`config.mk`:
```
export PLATFORM = sky130hd
export DESIGN_NAME = out_dma
export DESIGN_NICKNAME = d
export VERILOG_FILES = /design/src/rtl/out_dma.sv
export SDC_FILE = /design/constraint.sdc
export NUM_CORES = 1
export LEC_CHECK = 0
export CAP_MARGIN = 20
export CELL_PAD_IN_SITES_DETAIL_PLACEMENT = 0
export CELL_PAD_IN_SITES_GLOBAL_PLACEMENT = 1
export CORE_MARGIN = 5
export CORE_UTILIZATION = 30
export DETAILED_ROUTE_END_ITERATION = 12
export GPL_TIMING_DRIVEN = 0
export HOLD_SLACK_MARGIN = 0.06
export PLACE_DENSITY_LB_ADDON = 0.08
export SLEW_MARGIN = 20
export SYNTH_ARGS = -nofsm -noshare
export SYNTH_HDL_FRONTEND = slang
export SYNTH_SLANG_ARGS = --single-unit
```
`constraint.sdc`:
```
create_clock -name clk -period 5.9 [get_ports clk]
set_clock_uncertainty 0.1 [all_clocks]
set_input_delay 0.885 -clock clk [delete_from_list [all_inputs] [get_ports clk]]
set_output_delay 0.885 -clock clk [all_outputs]
set_load 0.01 [all_outputs]
```
`src/rtl/out_dma.sv`:
```
// Single-burst AXI write master: streams burst_len beats from the output buffer to one INCR burst.
// Define OUT_DMA_BRESP_CHECK_EN to flag a non-OKAY write response in dma_err.
module out_dma #(
  parameter int unsigned ADDR_W = 32,
  parameter int unsigned DATA_W = 32,
  parameter int unsigned LEN_W  = 9
) (
  input  logic                clk,
  input  logic                rst,
  // command / status
  input  logic                dma_start,
  input  logic [ADDR_W-1:0]   addr,
  input  logic [LEN_W-1:0]    burst_len,
  output logic                busy,
  output logic                dma_done,
  output logic                dma_err,
  // stream in
  input  logic [DATA_W-1:0]   data_in,
  input  logic                in_valid,
  input  logic                in_last,
  output logic                in_ready,
  // AXI AW
  output logic [ADDR_W-1:0]   awaddr,
  output logic [7:0]          awlen,
  output logic [2:0]          awsize,
  output logic [1:0]          awburst,
  output logic                awvalid,
  input  logic                awready,
  // AXI W
  output logic [DATA_W-1:0]   wdata,
  output logic [DATA_W/8-1:0] wstrb,
  output logic                wlast,
  output logic                wvalid,
  input  logic                wready,
  // AXI B
  input  logic [1:0]          bresp,
  input  logic                bvalid,
  output logic                bready
);

  localparam logic [2:0] AwSize = 3'($clog2(DATA_W / 8));

  typedef enum logic [1:0] {StIdle, StAw, StW, StB} state_e;

  state_e            state_q;
  logic [ADDR_W-1:0] addr_q;
  logic [LEN_W-1:0]  len_q;
  logic [LEN_W-1:0]  cnt_q;
  logic [LEN_W-1:0]  len_m1;

  assign len_m1 = len_q - LEN_W'(1);

  assign busy     = (state_q != StIdle);
  assign awvalid  = (state_q == StAw);
  assign awaddr   = addr_q;
  assign awlen    = 8'(len_m1);
  assign awsize   = AwSize;
  assign awburst  = 2'b01;
  // W channel is a pure pass-through of the stream, gated by state.
  assign wdata    = data_in;
  assign wstrb    = '1;
  assign wvalid   = (state_q == StW) && in_valid;
  assign in_ready = (state_q == StW) && wready;
  assign wlast    = (state_q == StW) && (cnt_q == len_m1);
  assign bready   = (state_q == StB);

`ifndef OUT_DMA_BRESP_CHECK_EN
  logic unused_bresp;
  assign unused_bresp = ^bresp;
`endif

  always_ff @(posedge clk or posedge rst) begin
    if (rst) begin
      state_q  <= StIdle;
      addr_q   <= '0;
      len_q    <= '0;
      cnt_q    <= '0;
      dma_done <= 1'b0;
      dma_err  <= 1'b0;
    end else begin
      dma_done <= 1'b0;
      case (state_q)
        StIdle: begin
          if (dma_start) begin
            if (burst_len != '0) begin
              addr_q  <= addr;
              len_q   <= burst_len;
              cnt_q   <= '0;
              dma_err <= 1'b0;
              state_q <= StAw;
            end else begin
              // Zero-length command completes immediately without bus traffic.
              dma_done <= 1'b1;
            end
          end
        end
        StAw: begin
          if (awready) begin
            cnt_q   <= '0;
            state_q <= StW;
          end
        end
        StW: begin
          if (in_valid && wready) begin
            cnt_q <= cnt_q + LEN_W'(1);
            if (in_last != wlast) dma_err <= 1'b1;
            if (wlast) state_q <= StB;
          end
        end
        StB: begin
          if (bvalid) begin
`ifdef OUT_DMA_BRESP_CHECK_EN
            if (bresp != 2'b00) dma_err <= 1'b1;
`endif
            dma_done <= 1'b1;
            state_q  <= StIdle;
          end
        end
        default: state_q <= StIdle;
      endcase
    end
  end

endmodule

```
# Yosys cells after proc, flatten, opt, wreduce, memory -nomap -nowiden
# Index checks and enable logic that the tools add are counted.
[totals] latchBits=0 ram_bits=0 in_bits=83 word_cells=54 mem_bits_ro=0 n_memories=0 reg_bits=54
[op_classes] shift=0 bitwise=0 reduce_logical=13 magnitude_cmp=0 n_mux=21 div=0 n_eq_ne=12 mul=0 add_sub_neg=2
[op_table] op="$mux 9" n=4
[op_table] op="$pmux 9 s3" n=1
[op_table] op="$mux 2" n=6
[op_table] op="$reduce_and 5->1" n=2
[op_table] op="$add 9x1->9 const B" n=1
[op_table] op="$eq 9x9->1" n=1
[op_table] op="$reduce_bool 9->1" n=1
[op_table] op="$sub 9x1->9 const B" n=1
[op_table] op="$ne 2x2->1 const B" n=4
[op_table] op="$pmux 2 s4" n=1
[op_table] op="$mux 1" n=7
[op_table] op="$ne 2x1->1 const B" n=3
[op_table] op="$reduce_and 6->1" n=1
[op_table] op="$eq 2x2->1 const B" n=2
[op_table] op="$logic_and 1x1->1" n=4
[op_table] op="$pmux 1 s2" n=2
[op_table] op="$reduce_bool 2->1" n=2
[op_table] op="$reduce_and 3->1" n=1
[op_table] op="$reduce_bool 3->1" n=1
[op_table] op="$eq 2x1->1 const B" n=1
[op_table] op="$logic_not 2->1" n=1
[op_table] op="$ne 1x1->1" n=1

# Longest topological paths before layout
[logic_depth] word_depth=7 depth_mapped=9 ltp_nobuf=9

# Worst setup path after synthesis
# OpenSTA, ideal clock, no wires.
[synth_timing] kind="register to output" from="reg len_q[0]" to="out wlast" n_path_buf=0 stages_incl_launch_ff=9 arrival_time_ns=1.973 setup_slack_ns=2.942 path_cell_list="dfrtp_1 inv_1 ha_1 xor2_1 xnor2_1 o2111ai_1 nor4_2 and4_4 and2_1"
[synth_via] elab_chain_cells=3
[synth_lines] element="start: declaration" line="47" rtl="logic [LEN_W-1:0] len_q;"
[synth_lines] element="start signal: assignment" line="87" rtl="len_q <= burst_len;"
[synth_lines] element="$sub 9x1->9" line="51" rtl="assign len_m1 = len_q - LEN_W'(1);"
[synth_lines] element="named net awlen[0]" line="24" rtl="output logic [7:0] awlen,"
[synth_lines] element="$eq 9x9->1" line="64" rtl="assign wlast = (state_q == StW) && (cnt_q == len_m1);"
[synth_lines] element="$logic_and 1x1->1" line="64"
[synth_lines] element="end: declaration" line="32" rtl="output logic wlast,"
# The timed path passes the listed nets, and every way through them passes these cells.

# Final worst setup path
[layout_timing] from="reg len_q[0]" to="out wlast"
[layout_via] elab_chain_cells=3
[layout_lines] element="$sub 9x1->9" line="51"
[layout_lines] element="$eq 9x9->1" line="64"
[layout_lines] element="$logic_and 1x1->1" line="64"
# Every way passes these cells.

==> run metrics <==
status finished, final reports clean; post-CTS setup repair buffer count 0; Total GRT Usage 12.6%; mux cell area share after synthesis 15.5%; Root Buffer clkbuf_8; cts repair resizes 0; FMAX 259 MHz; largest family of logic cells by synthesized area multiplexers; fillcell total 946; Clock Path Buffers 2; buffers and inverters on the worst path 2; max-slew violation count 0; via count 2,365; top-level I/O count 172; layout cell share with drive strength beyond 1 22.6%; drt initial violations 50; Core Region 0.00977 mm2; Slowest-stage cell, CP clkdlybuf4s50_1; endpoints failing setup 0; H-Tree Depth 2; sw frac 35.9%; first-pass GRT wire length 12.0 mm; Syn Area/Cell 11.0 um2; Final min period 3860 ps; Congestion Overflow GR 0; DRC Markers 0; Yosys top cell area share 45.1%; critical path type flip-flop to output pin; Synth Area in Simple Gates 11.6%; Routed WL per cell 13.9 um; EDFF count, synth 0; height of the die 110 um; crit-path cells inv_1 > ha_1 > xor2_1 > xnor2_1 > o2111ai_1 > nor4_2 > and4_4 > and2_1 > clkdlybuf4s50_1; initial antenna violation count 0; Worst Hold Path EP awaddr[5]; die extent in x 110 um; Synth Area in Compound Gates 7.31%; Combinational Power Share 56.4%; Total Power 1960 uW; clk_lat worst skew 300 ps; HP Start awaddr[5]; Critical Path Fanout Max 3; number of clock buffers inserted by TritonCTS 5; FF-to-FF path depth 6; CP startpoint kind flip-flop; FF-to-FF setup slack 3390 ps; antenna-violating nets left 0; synth unique cells 46; TritonCTS clock tree built; largest net degree at the start of global routing 55; ANT cells 0; cell area power density 431 mW/mm2; most common library cells after synthesis 54 x dfrtp_1, 41 x buf_4, 29 x mux2_2; sequential share of power 33.2%; hold-fix buffers at CTS 0; Leak Pwr 0.00192 uW; Reg-to-Reg End len_q[3]; Synth Warn # 0; Max Cap Violations 0; Seq/Total Area, Yosys 45.1%; Least-Margin Pin Slew 677 ps; adder-cell share of the synthesized area 2.92%; Clock Power Share 10.4%; setup tns final 0 ps; Top FF cell, synth dfrtp_1; Die Area 0.0121 mm2; DR pass1 iterations 4; xor/xnor share of the synthesized area 4.80%; final wirelength 7.63 mm; Critical Path RT 4910 ps; Std-Cell Rows 36; Final Hold Viols 0; design area 0.00456 mm2; synth-to-layout area growth 52.2%; max_slew headroom 54.7%; reg2reg start state_q[0]; Synth async-reset ratio 100%; worst hold path depth 1; post-DP HPWL 6.10 mm; post-synth top area cell dfrtp_1; RD Place Congestion 0.758; Pint 1260 uW; Worst path top cell family by delay simple AND/OR/NAND/NOR gates; Critical Path End Type output pin; DP Area 0.00447 mm2; Worst EP arrival 2870 ps; Hold Crit Class flip-flop to flip-flop; Layout Nets 505; I/O Buffers 128; P_sw 704 uW; Post-Syn Area 0.00300 mm2; main area contributors after synthesis dfrtp_1 45%, mux2_2 11%, buf_4 10%, mux2_1 3.8%, ha_1 2.9%; Seq cells post-synth 54; CTS clk-pin slew, worst paths 100 ps; RSZ-0062 raised after global routing false; most frequent cell after synthesis dfrtp_1; Sink Count 54; Starting Density 30.6%; cells after synthesis 273; crit share post-route 65.4%; CP max stage delay 540 ps; maximum VDD drop 0.225 mV; vias in the first global route 2,437; vias per inst 4.31
-- registers in the layout, summed over array words and instances, names as in the netlist --
| name | count |
|---|---|
| cnt_q | 9 |
| dma_err | 1 |
| state_q | 2 |
| len_q | 9 |
| dma_done | 1 |
| awaddr | 32 |
-- logic make-up (layout without fill, tap and decap cells) --
group,Yosys count,count (layout)
other,2,9
multiplexers,41,41
buffers and inverters,58,194
adder cells (fa/ha/maj),7,7
flip-flops,54,54
XOR/XNOR,14,14
AO/OA/AOI/OAI,34,34
AND/OR/NAND/NOR,63,63
-- area by class of cell --
class,instances,area (um2),area share [%]
sequential,54,1350,29.6
multi-input combinational,168,1300,28.4
timing repair buffer,128,1280,28.1
buffer,48,337,7.38
tap,133,166,3.65
clock buffer,6,72.6,1.59
inverter,10,40.0,0.878
clock inverter,2,13.8,0.302
-- stage by stage --
stage                     cells  hold slack [ps]  setup slack, ps  util [%]
after global placement      541              368             2350      45.7
after CTS                   549              403             2010      46.6
final                       549              395             2040      46.6
after floorplan             280              402             2940         -
after global routing        549              422             1810      46.6
after detailed placement    541              378             2350      45.8
-- power by group through the flow --
stage	logic [uW]	clock network [uW]	registers, uW
global route	1210	237	680
detailed placement	1120	0	657
floorplan	545	0	697
finish	1110	204	652
global placement	1120	0	653
CTS	1130	218	654
-- worst max path at each step --
stage	start	slack, ps	cells past startpoint	to
2_1_floorplan	len_q[0]	2940	8	wlast
3_3_place_gp	len_q[0]	2350	9	wlast
3_5_place_dp	len_q[0]	2350	9	wlast
4_1_cts	len_q[0]	2010	9	wlast
5_1_grt	len_q[0]	1810	9	wlast
6_report	len_q[0]	2040	9	wlast
-- cells in the final DEF (no fill, tap or decap), types with 2 or more instances in the layout --
master / netlist / final
a21oi_1: 3 / 3
a31oi_1: 3 / 3
and2_1: 7 / 7
buf_2: 2 / 2
buf_4: 41 / 41
clkbuf_1: 5 / 6
clkbuf_8: 0 / 5
clkdlybuf4s50_1: 0 / 128
conb_1: 2 / 9
dfrtp_1: 54 / 54
ha_1: 7 / 7
inv_1: 10 / 9
mux2_1: 10 / 10
mux2_2: 29 / 29
nand2_1: 17 / 17
nand2b_1: 3 / 3
nand3_1: 5 / 5
nor2_1: 12 / 12
nor3_1: 4 / 4
nor4_2: 2 / 2
o21ai_0: 12 / 12
o31ai_1: 8 / 8
or2_2: 2 / 2
xnor2_1: 6 / 6
xor2_1: 6 / 6
-- metal layers --
| layer | routed length, um | GRT usage (%) | share of wire, % |
|---|---|---|---|
| met1 | 2920 | 14.8 | 38 |
| met2 | 3780 | 20.4 | 49 |
| met3 | 898 | 6.81 | 12 |
| met4 | 34 | 2.49 | 0.45 |
| met5 | 0 | 0 | 0 |
Note: power is estimated with default switching activity, not from simulation.
